[src/rtl/seq_mul_div_unit.sv]
// Iterative unsigned multiply (shift-add) / divide (restoring) engine.
// One shared FSM and iteration counter; results are registered and held between completions.
module seq_mul_div_unit #(
    parameter int WIDTH = 8
) (
    input  logic                 clk,
    input  logic                 rst,
    input  logic                 start,
    input  logic                 op,
    input  logic [WIDTH-1:0]     a,
    input  logic [WIDTH-1:0]     b,
    output logic                 busy,
    output logic                 done,
    output logic [2*WIDTH-1:0]   product,
    output logic [WIDTH-1:0]     quotient,
    output logic [WIDTH-1:0]     remainder,
    output logic                 div_by_zero
);
    localparam int CW = $clog2(WIDTH + 1);

    typedef enum logic [1:0] {IDLE, MUL, DIV} state_t;
    state_t state, state_nxt;

    logic [CW-1:0]      cnt;
    logic [WIDTH-1:0]   opa;      // multiplier (shifts right) or dividend/quotient (shifts left)
    logic [WIDTH-1:0]   opb;
    logic [WIDTH-1:0]   rem;
    logic [2*WIDTH-1:0] acc;
    logic [2*WIDTH-1:0] mcand;

    logic               last;
    logic [2*WIDTH-1:0] acc_nxt;
    logic [WIDTH:0]     rem_sh;
    logic [WIDTH:0]     rem_diff;
    logic               sub_ok;
    logic [WIDTH-1:0]   rem_nxt;
    logic [WIDTH-1:0]   q_nxt;

    assign last     = (cnt == CW'(1));
    assign busy     = (state != IDLE);

    assign acc_nxt  = opa[0] ? acc + mcand : acc;

    // Shifted partial remainder needs one extra bit before the compare.
    assign rem_sh   = {rem, opa[WIDTH-1]};
    assign rem_diff = rem_sh - {1'b0, opb};
    assign sub_ok   = (rem_sh >= {1'b0, opb});
    assign rem_nxt  = sub_ok ? rem_diff[WIDTH-1:0] : rem_sh[WIDTH-1:0];
    assign q_nxt    = {opa[WIDTH-2:0], sub_ok};

    always_ff @(posedge clk) begin
        if (rst) state <= IDLE;
        else     state <= state_nxt;
    end

    always_comb begin
        state_nxt = state;
        case (state)
            IDLE:     if (start) state_nxt = op ? DIV : MUL;
            MUL, DIV: if (last)  state_nxt = IDLE;
            default:  state_nxt = IDLE;
        endcase
    end

    always_ff @(posedge clk) begin
        if (rst) begin
            cnt         <= '0;
            opa         <= '0;
            opb         <= '0;
            rem         <= '0;
            acc         <= '0;
            mcand       <= '0;
            done        <= 1'b0;
            product     <= '0;
            quotient    <= '0;
            remainder   <= '0;
            div_by_zero <= 1'b0;
        end else begin
            done <= 1'b0;
            case (state)
                IDLE: begin
                    if (start) begin
                        opa   <= a;
                        opb   <= b;
                        rem   <= '0;
                        acc   <= '0;
                        mcand <= {{WIDTH{1'b0}}, b};
                        cnt   <= CW'(WIDTH);
                    end
                end
                MUL: begin
                    acc   <= acc_nxt;
                    mcand <= mcand << 1;
                    opa   <= opa >> 1;
                    cnt   <= cnt - CW'(1);
                    if (last) begin
                        product     <= acc_nxt;
                        div_by_zero <= 1'b0;
                        done        <= 1'b1;
                    end
                end
                DIV: begin
                    rem <= rem_nxt;
                    opa <= q_nxt;
                    cnt <= cnt - CW'(1);
                    // b==0 falls out naturally: every compare succeeds, giving all-ones / a.
                    if (last) begin
                        quotient    <= q_nxt;
                        remainder   <= rem_nxt;
                        div_by_zero <= (opb == '0);
                        done        <= 1'b1;
                    end
                end
                default: ;
            endcase
        end
    end
endmodule

[config.mk]
export PLATFORM = sky130hd
export DESIGN_NAME = seq_mul_div_unit
export DESIGN_NICKNAME = d
export VERILOG_FILES = /design/src/rtl/seq_mul_div_unit.sv
export SDC_FILE = /design/constraint.sdc
export NUM_CORES = 1
export LEC_CHECK = 0
export BUFFER_PORTS_ARGS = -buffer_cell sky130_fd_sc_hd__buf_2
export CAP_MARGIN = 25
export CORE_ASPECT_RATIO = 0.9
export CORE_MARGIN = 3
export CORE_UTILIZATION = 53
export DETAILED_ROUTE_END_ITERATION = 12
export PLACE_DENSITY_LB_ADDON = 0.3
export SETUP_SLACK_MARGIN = 0.05
export SLEW_MARGIN = 20
export SYNTH_ARGS = -nofsm -noshare
export SYNTH_HDL_FRONTEND = slang
export SYNTH_SLANG_ARGS = --single-unit
[constraint.sdc]
create_clock -name clk -period 2.2 [get_ports clk]
set_clock_uncertainty 0.1 [all_clocks]
set_input_delay 0.22 -clock clk [delete_from_list [all_inputs] [get_ports clk]]
set_output_delay 0.22 -clock clk [all_outputs]
set_load 0.1 [all_outputs]
* Word level (Yosys, flattened, before mapping)
Cells that the tools add are included.
** Cells by class
- Reductions and logical operators :: 19
- Mux-type cells :: 20
- Order comparisons :: 1
- Bitwise gates (word level) :: 1
- Add/subtract/negate cells :: 3
- Equality and inequality tests :: 7
** Operator list (count)
- $pmux 16 s2 :: 2
- $mux 16 :: 3
- $mux 8 :: 3
- $pmux 8 s3 :: 1
- $add 16x16->16 :: 1
- $pmux 8 s2 :: 1
- $reduce_and 2->1 :: 8
- $reduce_bool 2->1 :: 5
- $ge 9x8->1 :: 1
- $logic_not 8->1 :: 1
- $pmux 4 s2 :: 1
- $sub 8x8->8 :: 1
- $mux 2 :: 3
- $ne 2x2->1 const B :: 3
- $eq 4x1->1 const B :: 1
- $mux 4 :: 1
- $pmux 2 s2 :: 1
- $reduce_or 2->1 :: 2
- $sub 4x1->4 const B :: 1
- $mux 1 :: 3
- $reduce_and 3->1 :: 1
- $reduce_bool 3->1 :: 1
- $eq 2x1->1 const B :: 1
- $eq 2x2->1 const B :: 1
- 4 further kinds :: 4
** Word-level totals
- Bits in registers :: 96

* Depth between registers and ports, before layout
Gate-level depths: netlist of the first run.
- Depth in word-level cells :: 4
- Gate-level depth with buffers :: 11

* Worst setup path before layout of the first run
Ideal clock, no wire load.
- Kind :: register to register
- Start point :: register acc[0]
- End point :: register acc[12]
- Stages on the path, launching flop included :: 10
- Data required time :: 2.030 ns
- Arrival :: 2.209 ns
- Slack :: -0.180 ns
- Library setup time :: 0.070 ns
- Cells stage by stage :: dfxtp_1 > ha_1 > fa_1 > a21oi_1 > o21ai_1 > a21oi_1 > a21oi_1 > o21a_1 > or4_1 > a21oi_1
** On the way
- Word-level cells in the longest chain between the ends :: 3
** Ends and longest elaborated chain
- start, declared :: RTL line 28 : logic [2*WIDTH-1:0] acc;
- start signal, assigned :: RTL line 92 : acc <= acc_nxt;
- $add 16x16->16 :: RTL line 42 : assign acc_nxt = opa[0] ? acc + mcand : acc;
- $mux 16 :: RTL line 42
- $pmux 16 s2 :: RTL line 80 : case (state)
No other way between the ends.
A chain may end at the register's enable or synchronous reset.

* Worst setup path after layout of the first run
Ends and elaborated chain as after synthesis.

==> metrics.txt, run 1 <==
Critical-path top delay cell or4_1; Seq/Total Area, Yosys 38.5%; PwrDens 647 nW/um^2; Synthesized Nets 651; IO Port Bufs 54; cts hold-fix bufs 0; Die ar. 10600 sq um; # setup viols final 13; area of placed instances 5850 sq um; vias between 4k and 5k; number of max-cap violations 0; fraction of the cycle the final worst path needs 108%; Worst Setup End Kind flop; CP Data Required Time 2.40 ns; P&R area growth vs syn 30.8%; CTS tree built; Final Hold Fails 0; Switching Share between 30% and 40%; core area 8850 sq um; fraction of registers with async set/reset 0%; first-pass GRT wire length 23300 um; htree depth 3; clock buffer depth 2; Psw 1390 uW; worst-margin pin slew about 0.65 ns; number of diodes 0; Max VDD drop between 0.0003 and 0.0004 V; CTS clk-pin slew, worst paths 0.09 ns; Post-synth EDFFs 0; die width 108 um; filler cell count 642; worst hold slack 0.0114 ns; Syn Inst Count 601; post-route worst setup slack -0.179 ns; Avg Cell Area, Syn about 8.3 sq um; register share of total power 44.6%; Slew headroom a little under three fifths; most frequent CP cell a21oi_2; pin count of the biggest net entering global routing 45; final design utilization 73.8%; violated checks setup timing; Cell Rows 32; Crit Path Max Fanout 5; Max stage delay on crit path 0.42 ns; Die Y 98.1 um; RSZ-0062 raised after global routing yes; initial antenna violation count 0; Primary FF master, synth dfxtp_1; Pleak 0.00263 uW; yosys warns 0; via-per-instance ratio 5.94; Total Wirelength 14800 um; # nets final 765; GR Util All Layers between 20% and 30%; hpwl dp 9610 um; wire per inst 17.7 um; Place WS -0.220 ns; Worst Setup Path Type reg2reg; Max Slew Vio Count 0; min Tclk post-route 2.38 ns; total global routing overflow 0; final instance area 6530 sq um; DR pass1 iterations 5; Int Pwr 2830 uW; Tightest Hold Check Type in2reg; vias in the first global route 4757; #FFs+latches synth 96; root buffer cell clkbuf_8; combinational group share of total power 27.6%; gpl congestion 0.896; clock power share between 20% and 30%; crit start category flop; Post-route DRC 0; Initial Utilization 56.4%; clk sinks 96; # IOs 55; status finished with violations; proportion of layout cells with a drive suffix above 1 32.5%; 1st-iter DRT viols 389; worst endpoint data arrival time 2.58 ns; Routed Antenna Nets 0; Max Fclk about 0.42 GHz; cell breakdown of the critical path ha_4 -> fa_2 -> a21oi_4 -> o21ai_4 -> a21oi_2 -> a21oi_2 -> o21a_1 -> or4_1 -> a21oi_1; clk_lat worst skew 0.37 ns; post-synth cell types 55; synthesized area 4990 sq um; Num CTS Buffers 9
routing by layer:
layer	up-vias	part of all wire, %	track usage (%)
met5	-	0	0
met2	190	48	43.5
met3	50	6.7	5.35
met4	0	2.7	8.64
met1	2379	43	36.5
li1	2366	-	-
registers in the layout (all words and copies together), names as in the netlist:
name / cells
acc: 16
cnt: 4
div_by_zero: 1
done: 1
mcand: 16
opa: 8
opb: 8
product: 16
quotient: 8
rem: 8
remainder: 8
state: 2
final cells by class:
| type | count | area [sq um] | area share [%] |
|---|---|---|---|
| repair buffers | 133 | 888 | 13.6 |
| multi-input cells | 452 | 3250 | 49.8 |
| inverters | 23 | 92.6 | 1.42 |
| well taps | 119 | 149 | 2.28 |
| clock inverters | 3 | 23.8 | 0.364 |
| clock buffers | 13 | 179 | 2.74 |
| flip-flops and latches | 96 | 1950 | 29.8 |
what timing repair did:
| item | 4_1_cts | 5_1_grt |
|---|---|---|
| gates resized for setup | 50 | 41 |
| endpoints found under the setup margin | 29 | 40 |
| buffers inserted | 9 | 8 |
| cloned | 1 | 0 |
| pin swaps | 32 | 30 |
placed cells by master, fill, tap and decap left out, types with 6 or more instances in the layout:
| master | n |
|---|---|
| a211oi_1 | 31 |
| a21oi_1 | 43 |
| a21oi_2 | 9 |
| a22oi_1 | 23 |
| buf_2 | 54 |
| buf_4 | 77 |
| clkbuf_8 | 13 |
| dfxtp_1 | 81 |
| dfxtp_2 | 13 |
| ha_1 | 14 |
| ha_4 | 12 |
| inv_1 | 19 |
| mux2i_1 | 18 |
| nand2_1 | 64 |
| nand2b_1 | 6 |
| nand3_1 | 9 |
| nand3b_1 | 7 |
| nor2_1 | 79 |
| nor3_1 | 6 |
| o21ai_0 | 11 |
| o21ai_1 | 12 |
| xnor2_1 | 9 |
power groups by stage:
stage / combinational [uW] / clock (uW) / sequential (uW)
finish: 1160 / 1180 / 1880
global route: 1250 / 1260 / 1890
CTS: 1050 / 1190 / 1880
detailed placement: 960 / 0 / 1910
global placement: 928 / 0 / 1910
floorplan: 615 / 0 / 1940
cells by family (layout without fill, tap and decap cells):
group	count (synthesis)	after routing	share of synthesized area [%]
adder cells (fa/ha/maj)	30	30	7.82
multiplexers	22	22	4.51
buffers and inverters	54	172	4.23
flip-flops	96	96	38.5
XOR/XNOR	16	16	2.81
AND/OR/NAND/NOR	205	206	18.5
AO/OA/AOI/OAI	178	178	23.6
worst max-delay path, delay by kind of cell, from the launching register on:
| kind | cells | cell delay, ns |
|---|---|---|
| compound gates | 6 | 0.92 |
| simple gates | 1 | 0.42 |
| fa+ha+maj | 2 | 0.53 |
| flops | 1 | 0.35 |
synthesized netlist by cell type, drive strengths merged, types with 3 or more instances:
cell | number | share of area, %
or3 | 3 | 0.38
mux2i | 21 | 4.3
clkbuf | 21 | 1.6
xnor2 | 11 | 1.9
nand3 | 9 | 0.90
nor2 | 79 | 5.9
or2 | 3 | 0.38
xor2 | 5 | 0.88
buf | 10 | 0.93
a311oi | 4 | 0.83
a2111oi | 3 | 0.53
nand3b | 7 | 1.1
a31oi | 4 | 0.50
o21bai | 4 | 0.60
nand2b | 7 | 0.88
nor4 | 4 | 0.50
nor3 | 8 | 0.80
nand2 | 66 | 5.0
a21o | 4 | 0.60
a21oi | 55 | 5.7
and2 | 5 | 0.63
inv | 23 | 1.7
dfxtp | 96 | 38
a22oi | 23 | 3.5
ha | 28 | 7.0
o21ai | 29 | 2.9
a211oi | 36 | 5.7
nor2b | 7 | 1.0
worst paths after layout:
| path | startpoint | to | slack [ns] | cells after the start |
|---|---|---|---|---|
| setup / recovery | acc[0] | acc[12] | -0.18 | 9 |
| hold / removal | b[4] | opb[4] | 0.01 | 3 |
| setup reg to reg | acc[0] | acc[12] | -0.18 | 9 |
| hold reg to reg | quotient[2] | quotient[2] | 0.36 | 2 |
stage by stage:
stage	total power, uW	cells	setup TNS [ns]
after detailed placement	2870	808	-1.33
after global routing	4400	839	-2.78
after CTS	4110	833	-0.974
after global placement	2830	808	-0.281
after floorplan	2560	601	-0.0572
final	4220	839	-1.20
No activity file was read; power rests on OpenSTA's default activity.
==> run 2: changes to the inputs <==
--- a/config.mk
+++ b/config.mk
@@ -5,7 +5,8 @@
 export SDC_FILE = /design/constraint.sdc
 export NUM_CORES = 1
 export LEC_CHECK = 0
-export BUFFER_PORTS_ARGS = -buffer_cell sky130_fd_sc_hd__buf_2
+export ABC_AREA = 1
+export BUFFER_PORTS_ARGS = -buffer_cell sky130_fd_sc_hd__clkbuf_2
 export CAP_MARGIN = 25
 export CORE_ASPECT_RATIO = 0.9
 export CORE_MARGIN = 3
==> run 2 against run 1 <==
The run now ends clean. Cell count is 14% higher. First-iteration DRC count is 17% lower. Via count is 3.7% higher. Worst setup slack better by 0.31 ns. Largest power group unchanged.
==> metrics.txt, run 2 <==
status completed (was finished with violations); total global routing overflow 0 (unchanged); Largest regs acc x16, mcand x16, product x16 (unchanged); Post-route DRC 0 (unchanged); Max Slew Vio Count 0 (unchanged); # IOs 55 (unchanged); area of placed instances 5780 sq um (was 5850 sq um); via-per-instance ratio 5.39 (was 5.94); PwrDens 691 nW/um^2 (was 647 nW/um^2); post-synth cell types 39 (was 55); Pleak 0.00286 uW (was 0.00263 uW); CP Depth 12 (was 9); Tightest Hold Check Type in2reg (unchanged); final instance area 6070 sq um (was 6530 sq um); R2R cell count 12 (was 9); main area contributors after synthesis dfxtp_1 (36%), nand2_1 (16%), inv_1 (7.0%), a21oi_1 (6.9%), ha_1 (6.6%) (was dfxtp_1 (38%), ha_1 (7.0%), nor2_1 (5.9%), a21oi_1 (5.3%), a211oi_1 (5.0%)); Worst Setup Path Type reg2reg (unchanged); clk sinks 96 (unchanged); Avg Cell Area, Syn 6.90 sq um (was 8.31 sq um); Seq/Total Area, Yosys 36.0% (was 38.5%); # nets final 879 (was 765); CTS tree built (unchanged); worst endpoint data arrival time 2.24 ns (was 2.58 ns); gpl congestion 0.932 (was 0.896); vias 5170 (was 4985); Final Hold Fails 0 (unchanged); Routed Antenna Nets 0 (unchanged); number of diodes 0 (unchanged); most frequent cells in the layout nand2_1 (222), inv_1 (98), dfxtp_1 (96) (was dfxtp_1 (81), nor2_1 (79), buf_4 (77)); Max Fclk 0.483 GHz (was 0.420 GHz); clock buffer depth 2 (unchanged); first-pass GRT wire length 22400 um (was 23300 um); Primary FF master, synth dfxtp_1 (unchanged); yosys warns 0 (unchanged); top-area cell type share of the netlist area 36.0% (was 38.5%); final design utilization 62.3% (was 73.8%); CTS clk-pin slew, worst paths 0.09 ns (about the same); clk_lat worst skew 0.37 ns (about the same); leading area contributor after synthesis dfxtp_1 (unchanged); CP Data Required Time 2.37 ns (was 2.40 ns); Num CTS Buffers 9 (unchanged); Crit Path Max Fanout 10 (was 5); met3 Track Usage GR 3.94% (was 5.35%); root buffer cell clkbuf_8 (unchanged); GR met2 Demand/Resource 37.6% (was 43.5%); IO Port Bufs 54 (unchanged); Cell Rows 34 (was 32); Total Wirelength 13500 um (was 14800 um); #FFs+latches synth 96 (unchanged); vias in the first global route 4795 (was 4757); most frequent cells after synthesis nand2_1 (224), inv_1 (99), dfxtp_1 (96) (was dfxtp_1 (96), nor2_1 (79), nand2_1 (66)); wire per inst 14.1 um (was 17.7 um); fraction of the cycle the final worst path needs 94.1% (was 108%); core area 9740 sq um (was 8850 sq um); Place WS 0.0879 ns (was -0.220 ns); crit start category flop (unchanged); Synthesized Nets 823 (was 651); Slew headroom 60.4% (was 56.7%); Crit path max-delay family simple AND/OR/NAND/NOR gates (was compound AO/OA/AOI/OAI gates); hpwl dp 9700 um (was 9610 um); met1 usage 34.2% (was 36.5%); post-route worst setup slack 0.131 ns (was -0.179 ns); min Tclk post-route 2.07 ns (was 2.38 ns); 1st-iter DRT viols 324 (was 389); # setup viols final 0 (was 13); GR Util All Layers 24.0% (was 27.0%); initial antenna violation count 0 (unchanged); count leader, synth nand2_1 (was dfxtp_1); Max stage delay on crit path 0.34 ns (was 0.42 ns); worst-margin pin slew 0.594 ns (was 0.649 ns); number of max-cap violations 0 (unchanged); TNS Setup 0 ns (was -1.20 ns); most common cell after layout, fill and taps aside nand2_1 (was dfxtp_1); Post-synth EDFFs 0 (unchanged); Die ar. 11300 sq um (was 10600 sq um); RSZ-0062 raised after global routing yes (unchanged); cell breakdown of the critical path inv_1 -> ha_2 -> a21oi_2 -> nand2_1 -> a21oi_2 -> inv_2 -> nand2_8 -> nand2_8 -> nand2_2 -> nand2_1 -> o21bai_1 -> inv_1 (was ha_4 -> fa_2 -> a21oi_4 -> o21ai_4 -> a21oi_2 -> a21oi_2 -> o21a_1 -> or4_1 -> a21oi_1); pin count of the biggest net entering global routing 52 (was 45); Die Y 101 um (was 98.1 um); htree depth 3 (unchanged); Syn Inst Count 773 (was 601); Max VDD drop 0.000547 V (was 0.000361 V); synthesized area 5330 sq um (was 4990 sq um); die width 112 um (was 108 um); worst hold slack 0.0180 ns (was 0.0114 ns); P&R area growth vs syn 13.7% (was 30.8%); flop2flop setup slack 0.13 ns (was -0.18 ns); proportion of layout cells with a drive suffix above 1 14.7% (was 32.5%); Initial Utilization 54.8% (was 56.4%); Hold Path Depth 3 (unchanged); Most Crowded Layer GR met2 (unchanged); Worst Setup End Kind flop (unchanged); DR pass1 iterations 5 (unchanged); fraction of registers with async set/reset 0% (unchanged); Critical-path top delay cell dfxtp_1 (was or4_1); CP bufs+invs 3 (was 0)
==> run 2: worst reg2reg max path: stages (launching register included) <==
cell	delay [ns]
dfxtp_1	0.34
inv_1	0.06
ha_2	0.33
a21oi_2	0.12
nand2_1	0.14
a21oi_2	0.23
inv_2	0.09
nand2_8	0.11
nand2_8	0.09
nand2_2	0.07
nand2_1	0.09
o21bai_1	0.13
inv_1	0.05
==> run 2: path summary, 6_finish.rpt <==
path,from,end
max reg2reg,opb[2],remainder[7]
max,opb[2],remainder[7]
min,b[6],mcand[6]
min reg2reg,quotient[6],quotient[6]
==> run 2: repair_timing <==
item | CTS | global route
hold buffers | 0 | 0
hold endpoints to repair | 0 | 0
endpoints found under the setup margin | 0 | 31
resized for setup | 0 | 14
setup buffers | 0 | 2
==> run 2: area by class of cell <==
cell class | count | area, sq um
fill | 897 | 3670
sequential | 96 | 1920
tap | 126 | 158
inverter | 101 | 383
clock buffer | 12 | 145
clock inverter | 4 | 53.8
multi-input combinational | 549 | 2990
timing repair buffer | 72 | 418
==> run 2: stage by stage <==
stage	total power [uW]	std cells
6_report	4190	960
5_1_grt	4420	960
4_1_cts	4130	957
3_5_place_dp	2950	941
3_3_place_gp	2920	941
2_1_floorplan	2690	773
==> run 2: cells by family after synthesis <==
group	synth area share, %
AND/OR/NAND/NOR	26.6
AO/OA/AOI/OAI	18.8
buffers and inverters	9.31
flip-flops	36.0
adder cells (fa/ha/maj)	7.32
XOR/XNOR	1.97
==> run 2: power by group <==
part           switching [uW]  internal, uW  total (uW)
Clock                     635           560        1200
Sequential               64.4          1820        1880
Combinational             742           373        1120
Total                    1440          2750        4190
==> run 2: metal layers <==
layer,share of wire (%),vias to the layer above
met5,0,-
met4,1.5,0
met3,6.8,22
met2,43,187
met1,49,2347
li1,-,2614
==> run 3: changes to the inputs <==
--- a/config.mk
+++ b/config.mk
@@ -8,10 +8,13 @@
 export ABC_AREA = 1
 export BUFFER_PORTS_ARGS = -buffer_cell sky130_fd_sc_hd__clkbuf_2
 export CAP_MARGIN = 25
+export CELL_PAD_IN_SITES_DETAIL_PLACEMENT = 0
+export CELL_PAD_IN_SITES_GLOBAL_PLACEMENT = 2
 export CORE_ASPECT_RATIO = 0.9
 export CORE_MARGIN = 3
-export CORE_UTILIZATION = 53
+export CORE_UTILIZATION = 36
 export DETAILED_ROUTE_END_ITERATION = 12
+export GPL_ROUTABILITY_DRIVEN = 0
 export PLACE_DENSITY_LB_ADDON = 0.3
 export SETUP_SLACK_MARGIN = 0.05
 export SLEW_MARGIN = 20
==> constraint.sdc (replaced) <==
create_clock -name clk -period 2.7 [get_ports clk]
set_clock_uncertainty 0.1 [all_clocks]
set_input_delay 0.27 -clock clk [delete_from_list [all_inputs] [get_ports clk]]
set_output_delay 0.27 -clock clk [all_outputs]
set_load 0.1 [all_outputs]
==> run 3 against run 2 <==
Critical path depth shrank 4. Worst setup slack improved by 0.26 ns. Largest power group unchanged. Sequential share of layout area fell by 0.29 points. Hold slack improved by 0.065 ns. Critical endpoint is now acc[2]. Final area grew 0.93%. Clock power up 10%.
==> metrics.txt, run 3 (synthesis gave the netlist of run 2 again) <==
P&R area growth vs syn 14.8% (was 13.7%); initial antenna violation count 0 (unchanged); Crit Path Max Fanout 25 (was 10); register area 1920 sq um (unchanged); total global routing overflow 0 (unchanged); Switching Share 32.7% (was 34.4%); clock buffer depth 2 (unchanged); Int Pwr 2490 uW (was 2750 uW); number of max-cap violations 0 (unchanged); CP Data Required Time 2.82 ns (was 2.37 ns); Worst Setup Path Type reg2reg (unchanged); Pleak 0.00289 uW (was 0.00286 uW); Tightest Hold Check Type in2reg (unchanged); clk_lat worst skew 0.35 ns (was 0.37 ns); # setup viols final 0 (unchanged); reg2reg start state[1] (was opb[2]); DR pass1 iterations 5 (unchanged); worst-margin pin slew 0.749 ns (was 0.594 ns); clock power share 35.8% (was 28.5%); Worst Setup End Kind flop (unchanged); min-delay src b[0] (was b[6]); most frequent CP cell inv_1; filler cell count 1522 (was 897); Psw 1210 uW (was 1440 uW); CTS clk-pin slew, worst paths 0.07 ns (was 0.09 ns); Die ar. 16300 sq um (was 11300 sq um); hpwl dp 11000 um (was 9700 um); vias in the first global route 4782 (was 4795); most common cell after layout, fill and taps aside nand2_1 (unchanged); status completed (unchanged); Slew headroom 50.1% (was 60.4%); Crit. Startpoint state[1] (was opb[2]); flop2flop setup slack 0.39 ns (was 0.13 ns); GR Util All Layers 18.4% (was 24.0%); Critical-path top delay cell ha_1 (was dfxtp_1); 1st-iter DRT viols 342 (was 324); area of the multi-input gates 2920 sq um (was 2990 sq um); Setup Fix Bufs, Post-CTS 0 (unchanged); Worst Hold Path EP opb[0] (was mcand[6]); first-pass GRT wire length 24200 um (was 22400 um); number of diodes 0 (unchanged); cell breakdown of the critical path inv_1 -> ha_1 -> inv_1 -> o21ai_1 -> buf_4 -> inv_2 -> a2bb2oi_1 -> nor2_1 (was inv_1 -> ha_2 -> a21oi_2 -> nand2_1 -> a21oi_2 -> inv_2 -> nand2_8 -> nand2_8 -> nand2_2 -> nand2_1 -> o21bai_1 -> inv_1); Max Fclk 0.433 GHz (was 0.483 GHz); Max Slew Vio Count 0 (unchanged); # IOs 55 (unchanged); Cell Rows 41 (was 34); most frequent cells in the layout nand2_1 (224), inv_1 (99), dfxtp_1 (96) (was nand2_1 (222), inv_1 (98), dfxtp_1 (96)); Final Hold Fails 0 (unchanged); via-per-instance ratio 4.92 (was 5.39); combinational group share of total power 22.7% (was 26.6%); htree depth 3 (unchanged); RSZ-0062 raised after global routing no (was yes); vias 5015 (was 5170); Post-route DRC 0 (unchanged); clk sinks 96 (unchanged); crit start category flop (unchanged); CTS tree built (unchanged); Routed Antenna Nets 0 (unchanged); Initial Utilization 37.4% (was 54.8%); register share of total power 41.5% (was 44.9%); proportion of layout cells with a drive suffix above 1 12.8% (was 14.7%); Total Wirelength 14300 um (was 13500 um); pin count of the biggest net entering global routing 52 (unchanged); Largest regs acc x16, mcand x16, product x16 (unchanged); TNS Setup 0 ns (unchanged); Num CTS Buffers 9 (unchanged); R2R cell count 8 (was 12); IO Port Bufs 54 (unchanged); root buffer cell clkbuf_16 (was clkbuf_8); # nets final 871 (was 879); PwrDens 605 nW/um^2 (was 691 nW/um^2); die width 134 um (was 112 um); Max stage delay on crit path 0.41 ns (was 0.34 ns); core area 14300 sq um (was 9740 sq um); min Tclk post-route 2.31 ns (was 2.07 ns); worst endpoint data arrival time 2.43 ns (was 2.24 ns); Crit Reg-Reg Endpoint acc[2] (was remainder[7]); Hold Path Depth 3 (unchanged); Die Y 121 um (was 101 um); Pwr Total 3700 uW (was 4190 uW); Max VDD drop 0.000378 V (was 0.000547 V); wire per inst 14.1 um (about the same); fraction of the cycle the final worst path needs 85.5% (was 94.1%)
## run 3: how the worst max path moves through the flow
stage	end	slack, ns
after global routing	acc[3]	0.13
after floorplan	acc[11]	0.45
final	acc[2]	0.39
after CTS	product[9]	0.31
after global placement	product[9]	0.46
after detailed placement	product[10]	0.33
## run 3: final cells by class
cell class | count | share of cell area [%]
multi-input combinational | 548 | 47.7
inverter | 101 | 6.19
timing repair buffer | 65 | 5.76
sequential | 96 | 31.4
clock buffer | 10 | 3.90
clock inverter | 6 | 1.12
tap | 193 | 3.94
## run 3: stage by stage
stage	hold slack, ns	utilization [%]	instances	setup WS (ns)	instance area (sq um)
2_1_floorplan	0.314	-	773	0.453	5330
3_3_place_gp	0.350	40.7	1003	0.463	5810
3_5_place_dp	0.354	40.7	1003	0.328	5810
4_1_cts	0.0705	42.9	1019	0.314	6120
5_1_grt	0.106	42.9	1019	0.128	6120
6_report	0.0834	42.9	1019	0.391	6120
## run 3: power by group through the flow
stage	clock network (uW)	registers, uW	logic (uW)
finish	1320	1540	841
global route	1410	1550	954
CTS	1360	1540	846
detailed placement	0	1570	840
global placement	0	1570	834
floorplan	0	1590	597
## run 3: worst max-delay path: cells and delay by family, from the launching register on
family,cells,cell delay [ns]
compound gates,2,0.42
fa+ha+maj,1,0.41
buf+inv,4,0.86
flops,1,0.33
simple gates,1,0.05
## run 3: what timing repair did
| action | in CTS | in global routing |
|---|---|---|
| hold buffers | 0 | 0 |
| gates resized for setup | 0 | 1 |
| setup endpoints to repair | 0 | 1 |
## run 3: per-layer routing
| layer | GRT usage, % | part of all wire [%] | vias up |
|---|---|---|---|
| li1 | - | - | 2605 |
| met1 | 27.0 | 52 | 2276 |
| met2 | 27.6 | 41 | 121 |
| met3 | 3.90 | 5.0 | 13 |
| met4 | 4.39 | 1.1 | 0 |
| met5 | 0 | 0 | - |
